`src/rtl/proj_sel_pkg.sv`:
```
// Shared types and defaults for the project-select controller: state encoding,
// select/reset widths, default cycle counts and the one-hot reset decode.
package proj_sel_pkg;

    localparam int SELW_DEF          = 4;
    localparam int NPROJ_DEF         = 16;
    localparam int STABLE_CYCLES_DEF = 3;
    localparam int BLANK_CYCLES_DEF  = 2;
    localparam int RST_CYCLES_DEF    = 4;

    typedef enum logic [1:0] {
        ST_ACTIVE  = 2'd0,
        ST_QUALIFY = 2'd1,
        ST_BLANK   = 2'd2,
        ST_SWITCH  = 2'd3
    } state_t;

    function automatic logic [NPROJ_DEF-1:0] onehot(input logic [SELW_DEF-1:0] idx);
        logic [NPROJ_DEF-1:0] v;
        v      = '0;
        v[idx] = 1'b1;
        return v;
    endfunction

endpackage

```
`src/rtl/proj_select_ctrl.sv`:
```
// Qualifies a requested project number, blanks the shared outputs, switches the
// mux select and pulses reset to the new project. All outputs are registered.
module proj_select_ctrl
    import proj_sel_pkg::*;
#(
    parameter int NPROJ         = NPROJ_DEF,
    parameter int SELW          = SELW_DEF,
    parameter int STABLE_CYCLES = STABLE_CYCLES_DEF,
    parameter int BLANK_CYCLES  = BLANK_CYCLES_DEF,
    parameter int RST_CYCLES    = RST_CYCLES_DEF
) (
    input  logic              wb_clk_i,
    input  logic              wb_rst_i,
    input  logic [SELW-1:0]   sel_req,
    output logic [SELW-1:0]   mux_sel,
    output logic [NPROJ-1:0]  proj_rst,
    output logic              out_blank,
    output logic              busy,
    output logic [7:0]        switch_count
);

    localparam int MAX_AB = (STABLE_CYCLES > BLANK_CYCLES) ? STABLE_CYCLES : BLANK_CYCLES;
    localparam int MAXC   = (MAX_AB > RST_CYCLES) ? MAX_AB : RST_CYCLES;
    localparam int CNTW   = $clog2(MAXC) + 1;

    state_t            state, state_n;
    logic [CNTW-1:0]   cnt, cnt_n;
    logic [SELW-1:0]   cand, cand_n;
    logic [SELW-1:0]   mux_n;
    logic [7:0]        sc_n;
    // Set only for switches entered through BLANK, so the post-reset SWITCH is not counted.
    logic              counted, counted_n;
    logic              blank_n, busy_n;
    logic [NPROJ-1:0]  prst_n;

    always_comb begin
        state_n   = state;
        cnt_n     = cnt;
        cand_n    = cand;
        mux_n     = mux_sel;
        sc_n      = switch_count;
        counted_n = counted;
        case (state)
            ST_ACTIVE: begin
                if (sel_req != mux_sel) begin
                    cand_n = sel_req;
                    if (STABLE_CYCLES == 1) begin
                        state_n = ST_BLANK;
                        cnt_n   = '0;
                    end else begin
                        state_n = ST_QUALIFY;
                        cnt_n   = CNTW'(1);
                    end
                end
            end
            ST_QUALIFY: begin
                if (sel_req == mux_sel) begin
                    state_n = ST_ACTIVE;
                    cnt_n   = '0;
                end else if (sel_req == cand) begin
                    if (int'(cnt) + 1 >= STABLE_CYCLES) begin
                        state_n = ST_BLANK;
                        cnt_n   = '0;
                    end else begin
                        cnt_n = cnt + CNTW'(1);
                    end
                end else begin
                    cand_n = sel_req;
                    cnt_n  = CNTW'(1);
                end
            end
            ST_BLANK: begin
                if (int'(cnt) >= BLANK_CYCLES - 1) begin
                    state_n   = ST_SWITCH;
                    cnt_n     = '0;
                    mux_n     = cand;
                    counted_n = 1'b1;
                end else begin
                    cnt_n = cnt + CNTW'(1);
                end
            end
            default: begin
                if (int'(cnt) >= RST_CYCLES - 1) begin
                    state_n   = ST_ACTIVE;
                    cnt_n     = '0;
                    counted_n = 1'b0;
                    if (counted && switch_count != 8'hFF)
                        sc_n = switch_count + 8'd1;
                end else begin
                    cnt_n = cnt + CNTW'(1);
                end
            end
        endcase

        blank_n = (state_n == ST_BLANK) || (state_n == ST_SWITCH);
        busy_n  = (state_n != ST_ACTIVE);
        prst_n  = (state_n == ST_SWITCH) ? NPROJ'(onehot(SELW_DEF'(mux_n))) : '0;
    end

    always_ff @(posedge wb_clk_i) begin
        if (wb_rst_i) begin
            state        <= ST_SWITCH;
            cnt          <= '0;
            cand         <= '0;
            mux_sel      <= '0;
            switch_count <= '0;
            counted      <= 1'b0;
            out_blank    <= 1'b1;
            busy         <= 1'b1;
            proj_rst     <= NPROJ'(1);
        end else begin
            state        <= state_n;
            cnt          <= cnt_n;
            cand         <= cand_n;
            mux_sel      <= mux_n;
            switch_count <= sc_n;
            counted      <= counted_n;
            out_blank    <= blank_n;
            busy         <= busy_n;
            proj_rst     <= prst_n;
        end
    end

endmodule

```
`config.mk`:
```
export PLATFORM = sky130hd
export DESIGN_NAME = proj_select_ctrl
export DESIGN_NICKNAME = d
export VERILOG_FILES = /design/src/rtl/proj_sel_pkg.sv /design/src/rtl/proj_select_ctrl.sv
export SDC_FILE = /design/constraint.sdc
export NUM_CORES = 1
export LEC_CHECK = 0
export CORE_MARGIN = 3
export CORE_UTILIZATION = 45
export CTS_CLUSTER_SIZE = 12
export DETAILED_ROUTE_END_ITERATION = 10
export PLACE_DENSITY = 0.82
export SYNTH_ARGS = -nofsm -noshare
export SYNTH_HDL_FRONTEND = slang
export SYNTH_SLANG_ARGS = --single-unit
```
`constraint.sdc`:
```
create_clock -name wb_clk_i -period 2.6 [get_ports wb_clk_i]
set_clock_uncertainty 0.15 [all_clocks]
set_input_delay 0.65 -clock wb_clk_i [delete_from_list [all_inputs] [get_ports wb_clk_i]]
set_output_delay 0.65 -clock wb_clk_i [all_outputs]
set_load 0.01 [all_outputs]
```
# ---- Word-level counts from Yosys, hierarchy flattened
# Cells that the tools add are included.
# Widths: inputs -> output; s select.
dict set report word_totals {
  input_bits 6
  out_inout_bits 30
  word_cells 72
  reg_bits 40
}
dict set report classes {
  bitwise 3
  magnitude_cmp 5
  reduce_logical 13
  add_sub_neg 3
  n_eq_ne 12
  muxes 26
}
# operator count
set ops {}
lappend ops {{$mux 4} 5}
lappend ops {{$mux 3} 6}
lappend ops {{$mux 2} 6}
lappend ops {{$pmux 3 s3} 1}
lappend ops {{$add 8x1->8 const B} 1}
lappend ops {{$eq 4x4->1} 2}
lappend ops {{$ne 2x2->1 const B} 4}
lappend ops {{$ne 8x8->1 const B} 1}
lappend ops {{$pmux 4 s2} 1}
lappend ops {{$eq 2x2->1 const B} 3}
lappend ops {{$pmux 2 s3} 1}
lappend ops {{$reduce_and 3->1} 2}
lappend ops {{$reduce_bool 2->1} 3}
lappend ops {{$lt 4x5->1 const B} 1}
lappend ops {{$add 3x1->4 const B} 1}
lappend ops {{$demux 1 s4} 1}
lappend ops {{$ge 4x1->1 const B} 1}
lappend ops {{$ge 4x2->1 const B} 1}
lappend ops {{$mux 1} 4}
lappend ops {{$ne 4x4->1} 1}
lappend ops {{$reduce_and 4->1} 1}
lappend ops {{$reduce_or 2->1} 2}
lappend ops {{$add 3x1->3 const B} 1}
lappend ops {{$ge 3x1->1 const B} 1}
lappend ops {{8 further kinds} 11}

# ---- Longest topological paths before layout
dict set report depth {
  ltp_word 9
  depth_mapped 8
  mapped_depth_nobuf 6
}

# ---- Worst setup path before layout
# OpenSTA, ideal clock, no wires.
dict set report synth_timing {
  kind {flip-flop to flip-flop}
  startpoint {reg cnt[1]}
  endpoint {reg switch_count[4]}
  arrival_time_ns 1.956
  setup_slack_ns 0.374
  synth_period_minus_slack_ns 2.226
  setup_ns 0.121
  stages_incl_launch_ff 7
  path_buffers 0
  cell_sequence {dfxtp_1 -> ha_1 -> ha_1 -> a211oi_2 -> or4b_1 -> nor3_1 -> mux2_2}
}
dict set report synth_between {
  elab_chain_len 2
}
# element line
set synth_rtl {}
lappend synth_rtl {{start: declaration} proj_select_ctrl.sv:27} ;# logic [CNTW-1:0] cnt, cnt_n;
lappend synth_rtl {{start signal: assignment} proj_select_ctrl.sv:113} ;# cnt <= cnt_n;
lappend synth_rtl {{$ge 3x2->1} proj_select_ctrl.sv:83} ;# if (int'(cnt) >= RST_CYCLES - 1) begin
lappend synth_rtl {{$reduce_and 3->1 (no source line)} -}
lappend synth_rtl {{end signal: assignment} proj_select_ctrl.sv:116} ;# switch_count <= sc_n;
lappend synth_rtl {{end: declaration} proj_select_ctrl.sv:19} ;# output logic [7:0] switch_count
# No other way between the ends.
# A chain may end at the register's enable or synchronous reset.

# ---- Worst setup path after layout
dict set report layout_timing {
  startpoint {reg cnt[0]}
  endpoint {reg switch_count[4]}
}
# The elaborated chain is that of the path after synthesis.

==> results.json <==
{
  "grt_overflow": 0,
  "n_antenna_cell": 0,
  "cp-start-kind": "flip-flop",
  "synth_flop_cell": "dfxtp_1",
  "cp_cell_sequence": "ha_1 > ha_1 > a211oi_2 > or4b_1 > nor3_1 > mux2_2",
  "die_x_um": 70.32,
  "htree_levels": 2,
  "vias": 1691,
  "cts-root-buf": "clkbuf_8",
  "synth_area_um2": 1862,
  "power_density_nw_per_um2": 733.7,
  "insertion_delay_ns": 0.29,
  "cts_tree": "built",
  "hp-class": "reg2reg",
  "path_clk_slew_ns": 0.08,
  "max_stage_delay_ns": 0.60,
  "holdBufCountCts": 0,
  "core-area_um2": 3826,
  "critPathMostFrequentCell": "ha_1",
  "slew_violations": 0,
  "synth_top_family_by_area": "simple AND/OR/NAND/NOR gates",
  "crit_type": "reg2reg",
  "num_rows": 22,
  "stdcell_count": 301,
  "vdd_drop_max_uv": 539.0,
  "synthMuxAreaShare_pct": 2.755,
  "post_cts_buffers": 0,
  "path_buf_inv": 0,
  "drtIter0Drc": 93,
  "r2r_slack_ns": 0.21,
  "cp_max_fo": 7,
  "drc": 0,
  "critPathTopFamily": "simple AND/OR/NAND/NOR gates",
  "rsz0062_at_grt": "no",
  "drt_pre_antenna_iters": 6,
  "setup_viol": 0,
  "grt_max_degree": 17,
  "ys_types": 45,
  "synth_fa_ha_area_share_pct": 2.688,
  "fin_tns_setup_ns": 0,
  "yosys.area_share.simple_pct": 25.13,
  "synth.avg_cell_area_um2": 8.619,
  "hold_viol_final": 0,
  "synth_seq_cells": 40,
  "dp_cells": 294,
  "layout-drive-gt1-share_pct": 7.905,
  "ant_nets": 0,
  "relSlewSlack_pct": 66.02,
  "grt_pass1_vias": 1580,
  "design_area_um2": 2355,
  "synth-edff-count": 0,
  "crit_path_top_delay_cell": "or4b_1",
  "fin_crit_sh_pct": 91.78,
  "critPathArrivalTime_ns": 2.43,
  "max_freq_mhz": 419.1,
  "worst_slew_pin_slew_ns": 0.5088,
  "async_flop_share_pct": 0,
  "cts_buffers": 5,
  "port_buffers": 35,
  "antenna_found_initial": 0,
  "die_area_um2": 4945,
  "wl_um": 4119,
  "synthXorXnorAreaFrac_pct": 3.763,
  "place_hpwl_um": 3025,
  "status": "complete, no violations",
  "pin_count": 36,
  "final_cell_mix": "40 x dfxtp_1, 35 x clkdlybuf4s50_1, 26 x nand2_1, 18 x nor2_1, 14 x a21oi_1",
  "netlist_instances": 216,
  "fin_util_pct": 61.54,
  "end_kind": "flip-flop",
  "vias_per_cell": 5.618,
  "clock-sinks": 40,
  "grt_pass1_wl_um": 7300,
  "postPlaceCellArea_um2": 2273,
  "place_congestion": 0.7565,
  "dieHeight_um": 70.32,
  "max_cap_violations": 0,
  "post-route-min-period_ns": 2.386,
  "cts_resized": 0,
  "final_common_cell": "dfxtp_1",
  "start_util_pct": 48.66,
  "wire_per_inst_um": 13.68,
  "required_ns": 2.64,
  "yosysWarnings": 0,
  "p_leak_nw": 0.8006,
  "nets": 263,
  "areaGrowthSynthToFinish_pct": 26.48,
  "fill_cells": 343,
  "synth_compound_area_share_pct": 18.88,
  "clk_path_buf_depth": 2,
  "yosysSeqAreaShare_pct": 43.01,
  "syn_nets": 226,
  "track_usage_pct": 18.22
}
[layer usage]
metal  track usage (%)  vias to the layer above  routed length [µm]
met4             4.894                        0                  67
met5                 0                        -                   0
met1             23.33                      775                1850
met3             6.043                        8                 194
li1                  -                      856                   -
met2             29.21                       52                2006
[logic make-up after synthesis]
kind of cell	count (synthesis)
muxes	5
buffers and inverters	18
AOI/OAI and AO/OA	51
xor gates and xnor gates	8
adders and majority gates	4
DFF	40
and+or+nand+nor	90
[metrics by stage]
stage | total power, mW | hold slack, ns | setup WS, ns
floorplan | 1.174 | 0.3068 | 0.3737
global placement | 1.332 | 0.3209 | 0.1395
detailed placement | 1.342 | 0.3356 | 0.06603
CTS | 1.735 | 0.3526 | 0.2140
global route | 1.856 | 0.3946 | 0.1024
finish | 1.728 | 0.3420 | 0.2138
[state kept, by name, summed over array words and instances (netlist names)]
| register | flops |
|---|---|
| state | 2 |
| switch_count | 8 |
| proj_rst | 16 |
| busy | 1 |
| cnt | 3 |
| out_blank | 1 |
| cand | 4 |
| mux_sel | 4 |
| counted | 1 |
[synthesized netlist by cell type (2+ instances only)]
master	instances	area share (%)
nor2b_1	2	0.67
xnor2_1	4	1.9
clkbuf_1	9	1.8
o21ai_0	7	1.9
inv_1	7	1.4
a22oi_1	2	0.81
dfxtp_1	40	43
nand2b_1	6	2.0
o211ai_1	2	0.81
o31ai_1	3	1.2
o31a_1	2	0.94
nor4_1	4	1.3
a21oi_1	14	3.8
ha_1	4	2.7
xor2_1	4	1.9
a31oi_1	6	2.0
and4_1	3	1.4
a211oi_2	2	1.3
or4_1	3	1.2
or3_1	5	1.7
nand2_1	26	5.2
nor3_1	10	2.7
nor4b_1	4	1.9
o221a_2	2	1.2
nand4_1	2	0.67
nor2_1	18	3.6
a21o_1	3	1.2
mux2i_1	4	2.2
or2_2	2	0.67
[worst paths after layout]
path	from	to	depth (start not counted)
max	cnt[0]	switch_count[4]	6
min	counted	counted	2
max reg2reg	cnt[0]	switch_count[4]	6
min reg2reg	counted	counted	2
[worst register-to-register path: stages (launching register included)]
cell      delay, ns
dfxtp_1        0.45
ha_1           0.20
ha_1           0.20
a211oi_2       0.09
or4b_1         0.60
nor3_1         0.25
mux2_2         0.35
[cell type report]
type,instances,area (µm²),area share (%)
clock buffers,5,68.82,2.922
flip-flops and latches,40,800.8,34.01
clock inverters,2,12.51,0.5313
repair buffers,41,395.4,16.79
inverters,7,26.28,1.116
multi-input cells,158,991.0,42.08
well taps,48,60.06,2.550
[power by group]
part	internal [mW]	total [mW]	leakage, nW	switching (mW)
clock	0.182	0.394	0.0400	0.213
combinational	0.264	0.582	0.437	0.318
sequential	0.675	0.752	0.324	0.0766
total	1.12	1.73	0.801	0.607
Power figures use the tool's default switching activity.
